File: config.mk
export PLATFORM = sky130hd
export DESIGN_NAME = cls_seq_adder64
export DESIGN_NICKNAME = d
export VERILOG_FILES = /design/src/rtl/cls_seq_adder64.sv
export SDC_FILE = /design/constraint.sdc
export NUM_CORES = 1
export LEC_CHECK = 0
export BUFFER_PORTS_ARGS = -buffer_cell sky130_fd_sc_hd__buf_4
export CORE_MARGIN = 4
export CORE_UTILIZATION = 31
export DETAILED_ROUTE_END_ITERATION = 10
export GPL_ROUTABILITY_DRIVEN = 0
export PLACE_DENSITY_LB_ADDON = 0.2
export SYNTH_ARGS = -nofsm -noshare
export SYNTH_HDL_FRONTEND = slang
export SYNTH_HIERARCHICAL = 1
export SYNTH_SLANG_ARGS = --single-unit
File: constraint.sdc
create_clock -name clk -period 8.6 [get_ports clk]
set_input_delay 0.86 -clock clk [delete_from_list [all_inputs] [get_ports clk]]
set_output_delay 0.86 -clock clk [all_outputs]
set_load 0.01 [all_outputs]
File: src/rtl/cls_seq_adder64.sv
// cls_seq_adder64 -- bit-serial-by-slice adder/subtractor.
// Operands are latched once. One 16-bit slice is then added per clock,
// starting with the least significant slice, so a result takes CHUNKS
// cycles. The result is held until the consumer takes it. Only one
// transaction is in flight, and the block holds no operand buffer.
//
// Ports:
//   clk, rst            clock, asynchronous active-high reset
//   in_valid/in_ready   operand handshake (in_ready only while idle)
//   a, b                operands, W = 16*CHUNKS bits
//   carry_start         carry into slice 0 (add only)
//   sub                 1: a - b (b inverted, carry-in forced to 1)
//   out_valid/out_ready result handshake (out_valid only while done)
//   sum, carry_out      W-bit result and carry out of the MSB
//                       (sub: 1 = no borrow)
//   overflow            two's-complement signed overflow

// One 16-bit slice. cmsb is the carry into bit 15 of the slice.
// It is needed to derive signed overflow from the top slice.
module cls_slice_add16 (
  input  logic [15:0] x,
  input  logic [15:0] y,
  input  logic        cin,
  output logic [15:0] s,
  output logic        cout,
  output logic        cmsb
);
  logic [16:0] full;
  logic [15:0] low;

  assign full = {1'b0, x} + {1'b0, y} + {16'd0, cin};
  assign low  = {1'b0, x[14:0]} + {1'b0, y[14:0]} + {15'd0, cin};
  assign s    = full[15:0];
  assign cout = full[16];
  assign cmsb = low[15];
endmodule

module cls_seq_adder64 #(
  parameter int CHUNKS = 4
) (
  input  logic                 clk,
  input  logic                 rst,
  input  logic                 in_valid,
  output logic                 in_ready,
  input  logic [16*CHUNKS-1:0] a,
  input  logic [16*CHUNKS-1:0] b,
  input  logic                 carry_start,
  input  logic                 sub,
  output logic                 out_valid,
  input  logic                 out_ready,
  output logic [16*CHUNKS-1:0] sum,
  output logic                 carry_out,
  output logic                 overflow
);
  localparam int W  = 16 * CHUNKS;
  localparam int IW = (CHUNKS > 1) ? $clog2(CHUNKS) : 1;

  typedef enum logic [1:0] {IDLE, CALC, DONE} state_t;

  state_t         state, state_nx;
  logic [W-1:0]   a_r, b_r;
  logic           carry;
  logic [IW-1:0]  idx;
  logic [IW+3:0]  base;     // bit offset of the current slice
  logic           last;
  logic [15:0]    sl_s;
  logic           sl_c, sl_cm;

  assign base      = {idx, 4'b0000};
  assign last      = (idx == IW'(CHUNKS - 1));
  assign in_ready  = (state == IDLE);
  assign out_valid = (state == DONE);

  cls_slice_add16 u_slice (
    .x    (a_r[base +: 16]),
    .y    (b_r[base +: 16]),
    .cin  (carry),
    .s    (sl_s),
    .cout (sl_c),
    .cmsb (sl_cm)
  );

  always_comb begin
    state_nx = state;
    case (state)
      IDLE:    if (in_valid)  state_nx = CALC;
      CALC:    if (last)      state_nx = DONE;
      DONE:    if (out_ready) state_nx = IDLE;
      default:                state_nx = IDLE;
    endcase
  end

  always_ff @(posedge clk or posedge rst) begin
    if (rst) state <= IDLE;
    else     state <= state_nx;
  end

  always_ff @(posedge clk or posedge rst) begin
    if (rst) begin
      a_r       <= '0;
      b_r       <= '0;
      carry     <= 1'b0;
      idx       <= '0;
      sum       <= '0;
      carry_out <= 1'b0;
      overflow  <= 1'b0;
    end else begin
      case (state)
        IDLE: if (in_valid) begin
          a_r   <= a;
          // Subtraction is a + ~b + 1, so the borrow becomes a carry.
          b_r   <= sub ? ~b : b;
          carry <= sub ? 1'b1 : carry_start;
          idx   <= '0;
        end
        CALC: begin
          sum[base +: 16] <= sl_s;
          carry           <= sl_c;
          idx             <= idx + IW'(1);
          if (last) begin
            carry_out <= sl_c;
            overflow  <= sl_c ^ sl_cm;
            // Clear explicitly, because CHUNKS need not be a power of two.
            idx       <= '0;
          end
        end
        default: ;
      endcase
    end
  end
endmodule

## After elaboration in Yosys (flattened, before gate mapping)

Cells that the tools add are included.

| operators by class | value |
|---|---|
| $add $sub $neg | 6 |
| eq/ne operators | 6 |
| shifts and indexed selects | 4 |
| mux-type cells | 12 |
| bitwise gates (word level) | 2 |
| reductions and logical operators | 6 |

Operator list:

| kind | number |
|---|---|
| $shiftx 64x7->16 | 2 |
| $bwmux 64 | 1 |
| $mux 64 | 1 |
| $not 64->64 | 1 |
| $shift 16x8->64 const A | 1 |
| $shiftx 16x8->64 | 1 |
| $add 16x16->17 | 1 |
| $add 17x1->17 | 1 |
| $add 15x15->16 | 1 |
| $add 16x1->16 | 1 |
| $mux 2 | 5 |
| $neg 6->8 | 1 |
| $pmux 2 s3 | 1 |
| $reduce_and 2->1 | 3 |
| $eq 2x2->1 const B | 2 |
| $ne 2x2->1 const B | 2 |
| $pmux 2 s2 | 1 |
| $reduce_and 3->1 | 1 |
| $add 2x1->2 const B | 1 |
| $eq 2x1->1 const B | 1 |
| $logic_not 2->1 | 1 |
| $mux 1 | 2 |
| $ne 2x1->1 const B | 1 |
| $pmux 1 s2 | 1 |
| other kinds (2) | 2 |

| word-level totals | value |
|---|---|
| register bits after elaboration | 199 |
| input bits | 134 |
| output and inout port bits | 68 |
| logic and storage cells | 44 |

## Longest topological paths before layout

| depth | value |
|---|---|
| depth after elaboration | 5 |
| gate-level depth with buffers | 14 |
| mapped depth without buffers | 12 |

## Hierarchy

The synthesis kept the hierarchy.

By module, submodules not included:

| module | times used | cells each | area each (µm²) | sequential area each (µm²) |
|---|---|---|---|---|
| cls_seq_adder64 | 1 | 841 | 8836.0 | 4979.8 |
| cls_slice_add16 | 1 | 89 | 698.2 | 0.0 |

## Worst setup path after synthesis

OpenSTA, ideal clock, no wires.

| path | value |
|---|---|
| kind | register -> register |
| start | register idx[0] |
| end | register carry_out |
| data arrival time | 3.149 ns |
| required time | 8.475 ns |
| path slack | 5.327 ns |
| stages on the path, launching flop included | 14 |
| buffers on the path | 2 |
| clock period less this slack | 3.273 ns |
| cell sequence | dfrtp_1 -> buf_4 -> buf_2 -> mux4_2 -> fa_1 -> inv_1 -> fa_1 -> nor2b_1 -> o211ai_2 -> a31oi_2 -> o21ai_2 -> o2bb2ai_1 -> a21boi_1 -> mux2_2 |

| on the way | value |
|---|---|
| cells in the longest elaborated chain, start to end | 3 |

RTL lines:

| element | RTL line | text |
|---|---|---|
| from (decl) | 63 | `logic [IW-1:0] idx;` |
| from (signal assigned) | 119 | `idx <= idx + IW'(1);` |
| $shiftx 64x7->16, on equally long branches | 75, 76 |  |
| $add 16x16->17 (*) | 31 | `assign full = {1'b0, x} + {1'b0, y} + {16'd0, cin};` |
| $add 17x1->17 (*) | 31 |  |
| via sl_c | 67 | `logic sl_c, sl_cm;` |
| to (signal assigned) | 121 | `carry_out <= sl_c;` |
| to (decl) | 52 | `output logic carry_out,` |

Mark *: on every way through the listed nets, which the timed path passes. The rest lies on a longest branch.
A chain may end at the register's enable or synchronous reset.

## Final worst setup path

| path | value |
|---|---|
| start | register idx[0] |
| end | register sum[47] |

| on the way | value |
|---|---|
| cells in the longest elaborated chain, start to end | 5 |

RTL lines:

| element | RTL line | text |
|---|---|---|
| $shiftx 64x7->16, on equally long branches | 75, 76 |  |
| $add 16x16->17 (*) | 31 |  |
| $add 17x1->17 (*) | 31 |  |
| via sl_s[15] | 66 | `logic [15:0] sl_s;` |
| $shiftx 16x8->64 (*) | 117 | `sum[base +: 16] <= sl_s;` |
| $bwmux 64 (*) | 117 |  |
| to (signal, indexed assignment) | 117 |  |
| to (decl) | 51 | `output logic [16*CHUNKS-1:0] sum,` |

Marks and branches as above.

==> impl_metrics.py <==
metrics = {
    "global_route": {
        "grt_pass1_wl_mm": 42.0,
        "gr-total-overflow": 0,
        "antenna_found_initial": 0,
        "grt_max_degree": 128,
        "grt_usage_pct": 16.1,
        "grt_pass1_vias": 7262,
    },
    "hold_path": {
        "hold_start": "a_r[41]$_DFFE_PP0P_",
        "whs_endpoint": "a_r[41]$_DFFE_PP0P_",
        "min_delay_path_depth": 2,
        "hold_path.class": "reg -> reg",
    },
    "worst_setup_path": {
        "timing.rr.end": "sum[47]$_DFFE_PP0P_",
        "required_ps": 8920,
        "reg2reg_slack_ps": 4650,
        "r2r-start": "idx[0]$_DFFE_PP0P_",
        "end_kind": "flop",
        "reg2reg_depth": 11,
        "critPathArrivalTime_ps": 4280,
        "crit_fanout": 23,
        "worstSetupStartpointType": "flop",
        "path_class": "reg -> reg",
    },
    "power": {
        "switching_share_pct": 44.6,
        "p_sw_uw": 2290,
        "clkPwrFrac_pct": 15.7,
        "power_density_nw_per_um2": 432,
        "power_leakage_uw": 0.00566,
        "total_power_uw": 5130,
        "irDropWorstVdd_mv": 0.239,
        "p_int_uw": 2840,
        "seqPwrFrac_pct": 32.1,
        "combPwrFrac_pct": 52.2,
    },
    "synthesis": {
        "synth_seq_cells": 199,
        "synthesis.area_um2": 9530,
        "ys_seq_area_share_pct": 52.2,
        "yosysWarnings": 6,
        "syn_inst": 930,
        "ys_types": 47,
        "synth_edf_count": 0,
        "synth_top_flop_cell": "dfrtp_1",
        "async_flop_share_pct": 100,
        "syn-num-nets": 1086,
        "syn_area_per_cell_um2": 10.3,
    },
    "route": {
        "first_pass_iters": 5,
        "route.detailed.drc": 0,
        "wl_per_cell_um": 17.9,
        "ant_nets": 0,
        "drt-initial-drc-count": 509,
        "via_per_inst": 4.68,
        "wl_mm": 26.8,
        "routed-via-count": 7013,
    },
    "clock_network": {
        "cts_hold_buf": 0,
        "clockBufferDepth": 2,
        "cts.clk_slew.worst_paths_ps": 70,
        "root_buffer": "clkbuf_16",
        "cts.repair.resized": 0,
        "cts.sinks": 199,
        "h-tree-depth": 4,
        "cts_made_buffers": 17,
        "cts_tree": "yes",
        "postCtsSetupRepairBufs": 0,
        "insertion_delay_ps": 430,
    },
    "timing": {
        "fmax_mhz": 253,
        "hold_ws_ps": 471,
        "final_max_slew_viol_count": 0,
        "worst_slew_pin_slew_ps": 1160,
        "min_period_ps": 3950,
        "slew_headroom_pct": 22.4,
        "skew_ps": 13.5,
        "fin_ws_ps": 4650,
        "hold_viol_final": 0,
        "setup_viol": 0,
        "rsz0062_at_grt": "false",
        "fin_crit_sh_pct": 46.0,
        "fin_setup_tns_ps": 0,
    },
    "finish": {
        "nets": 1253,
        "final_common_cell": "nand2_1",
        "fin_cells": 1500,
        "most-common-layout-cells": "nand2_1, buf_4, dfrtp_1, o21ai_0, xnor2_1",
        "area_growth_pct": 24.4,
        "layout-drive-gt1-share_pct": 25.9,
        "antenna_cells": 0,
    },
    "status": {
        "status": "finished, final reports clean",
    },
    "die": {
        "coreArea_um2": 30000,
        "die_area_um2": 33600,
        "rows": 63,
        "chipWidth_um": 183,
        "fp.dieH_um": 183,
        "io-pin-count": 202,
        "initial_core_util_pct": 31.8,
    },
    "placement": {
        "numPlacedInstances": 1468,
        "port_buffers": 201,
        "dp_hpwl_mm": 19.3,
        "place_ws_ps": 4600,
    },
    "flow_run": {
        "maxCapViolCount": 0,
    },
}
[worst max-delay path, cell delays in order (launching register included)]
cell	delay [ps]
dfrtp_2	720
buf_4	520
mux4_2	590
fa_1	460
a21oi_1	260
o211ai_2	180
a21oi_2	210
o21ai_2	110
a41o_1	270
xor2_1	290
nand2_1	70
o21ai_0	160
[area by class of cell]
class	instances	area (um^2)
clock inverter	13	143
tap	390	488
timing repair buffer	207	1550
sequential	199	4980
fill	3051	18100
multi-input combinational	662	4220
inverter	10	45.0
clock buffer	19	433
[worst max path at each step]
stage	slack, ps	cells after the start	from	end
detailed placement	4600	11	idx[0]$_DFFE_PP0P_	sum[47]$_DFFE_PP0P_
floorplan	2310	1	rst	a_r[0]$_DFFE_PP0P_
global placement	4650	11	idx[0]$_DFFE_PP0P_	sum[47]$_DFFE_PP0P_
finish	4650	11	idx[0]$_DFFE_PP0P_	sum[47]$_DFFE_PP0P_
global route	4290	11	idx[0]$_DFFE_PP0P_	sum[31]$_DFFE_PP0P_
CTS	4560	11	idx[0]$_DFFE_PP0P_	sum[47]$_DFFE_PP0P_
[cells in the mapped netlist, drive strengths merged, types with 3 or more instances]
| cell type | n | area share, % |
|---|---|---|
| buf | 35 | 2.3 |
| dfrtp | 199 | 52 |
| ha | 20 | 2.6 |
| nand3b | 3 | 0.24 |
| clkbuf | 24 | 0.94 |
| nand2 | 332 | 13 |
| o21ai | 105 | 5.6 |
| inv | 10 | 0.39 |
| a211oi | 3 | 0.29 |
| a21oi | 10 | 0.60 |
| xor2 | 7 | 0.64 |
| xnor2 | 72 | 6.6 |
| nor2 | 10 | 0.39 |
| nand3 | 6 | 0.31 |
| a22o | 32 | 2.9 |
| mux4 | 32 | 7.6 |
[kinds of logic (layout without fill, tap and decap cells)]
kind of cell / count (synthesis) / count (layout) / share of synthesized area, %
AND/OR/NAND/NOR: 364 / 364 / 15.4
flip-flops: 199 / 199 / 52.2
AO/OA/AOI/OAI: 164 / 164 / 10.7
XOR/XNOR: 79 / 79 / 7.26
buffers and inverters: 69 / 249 / 3.67
multiplexers: 33 / 33 / 7.68
adder cells (fa/ha/maj): 22 / 22 / 3.04
[layer usage]
layer	vias up	GRT usage, %	part of all wire, %
li1	3443	-	-
met1	3359	23.5	48
met2	201	25.2	46
met3	10	2.92	5.0
met4	0	3.31	0.82
met5	-	0	0
[through the flow]
stage	area [um^2]	util [%]
after floorplan	9530	-
after detailed placement	11300	37.7
final	11900	39.6
after global placement	11300	37.7
after CTS	11900	39.6
after global routing	11900	39.6
[registers in the layout, indices dropped and copies added, names as in the netlist]
| register | cells |
|---|---|
| a_r | 64 |
| b_r | 64 |
| sum | 64 |
| idx | 2 |
| state | 2 |
| carry | 1 |
| carry_out | 1 |
| overflow | 1 |
[power by group through the flow]
stage	Clock (uW)	Sequential, uW	Combinational, uW
2_1_floorplan	0	1580	1820
3_3_place_gp	0	1660	2680
3_5_place_dp	0	1670	2700
4_1_cts	826	1650	2710
5_1_grt	866	1700	2970
6_report	806	1640	2680
Power figures use the tool's default switching activity.
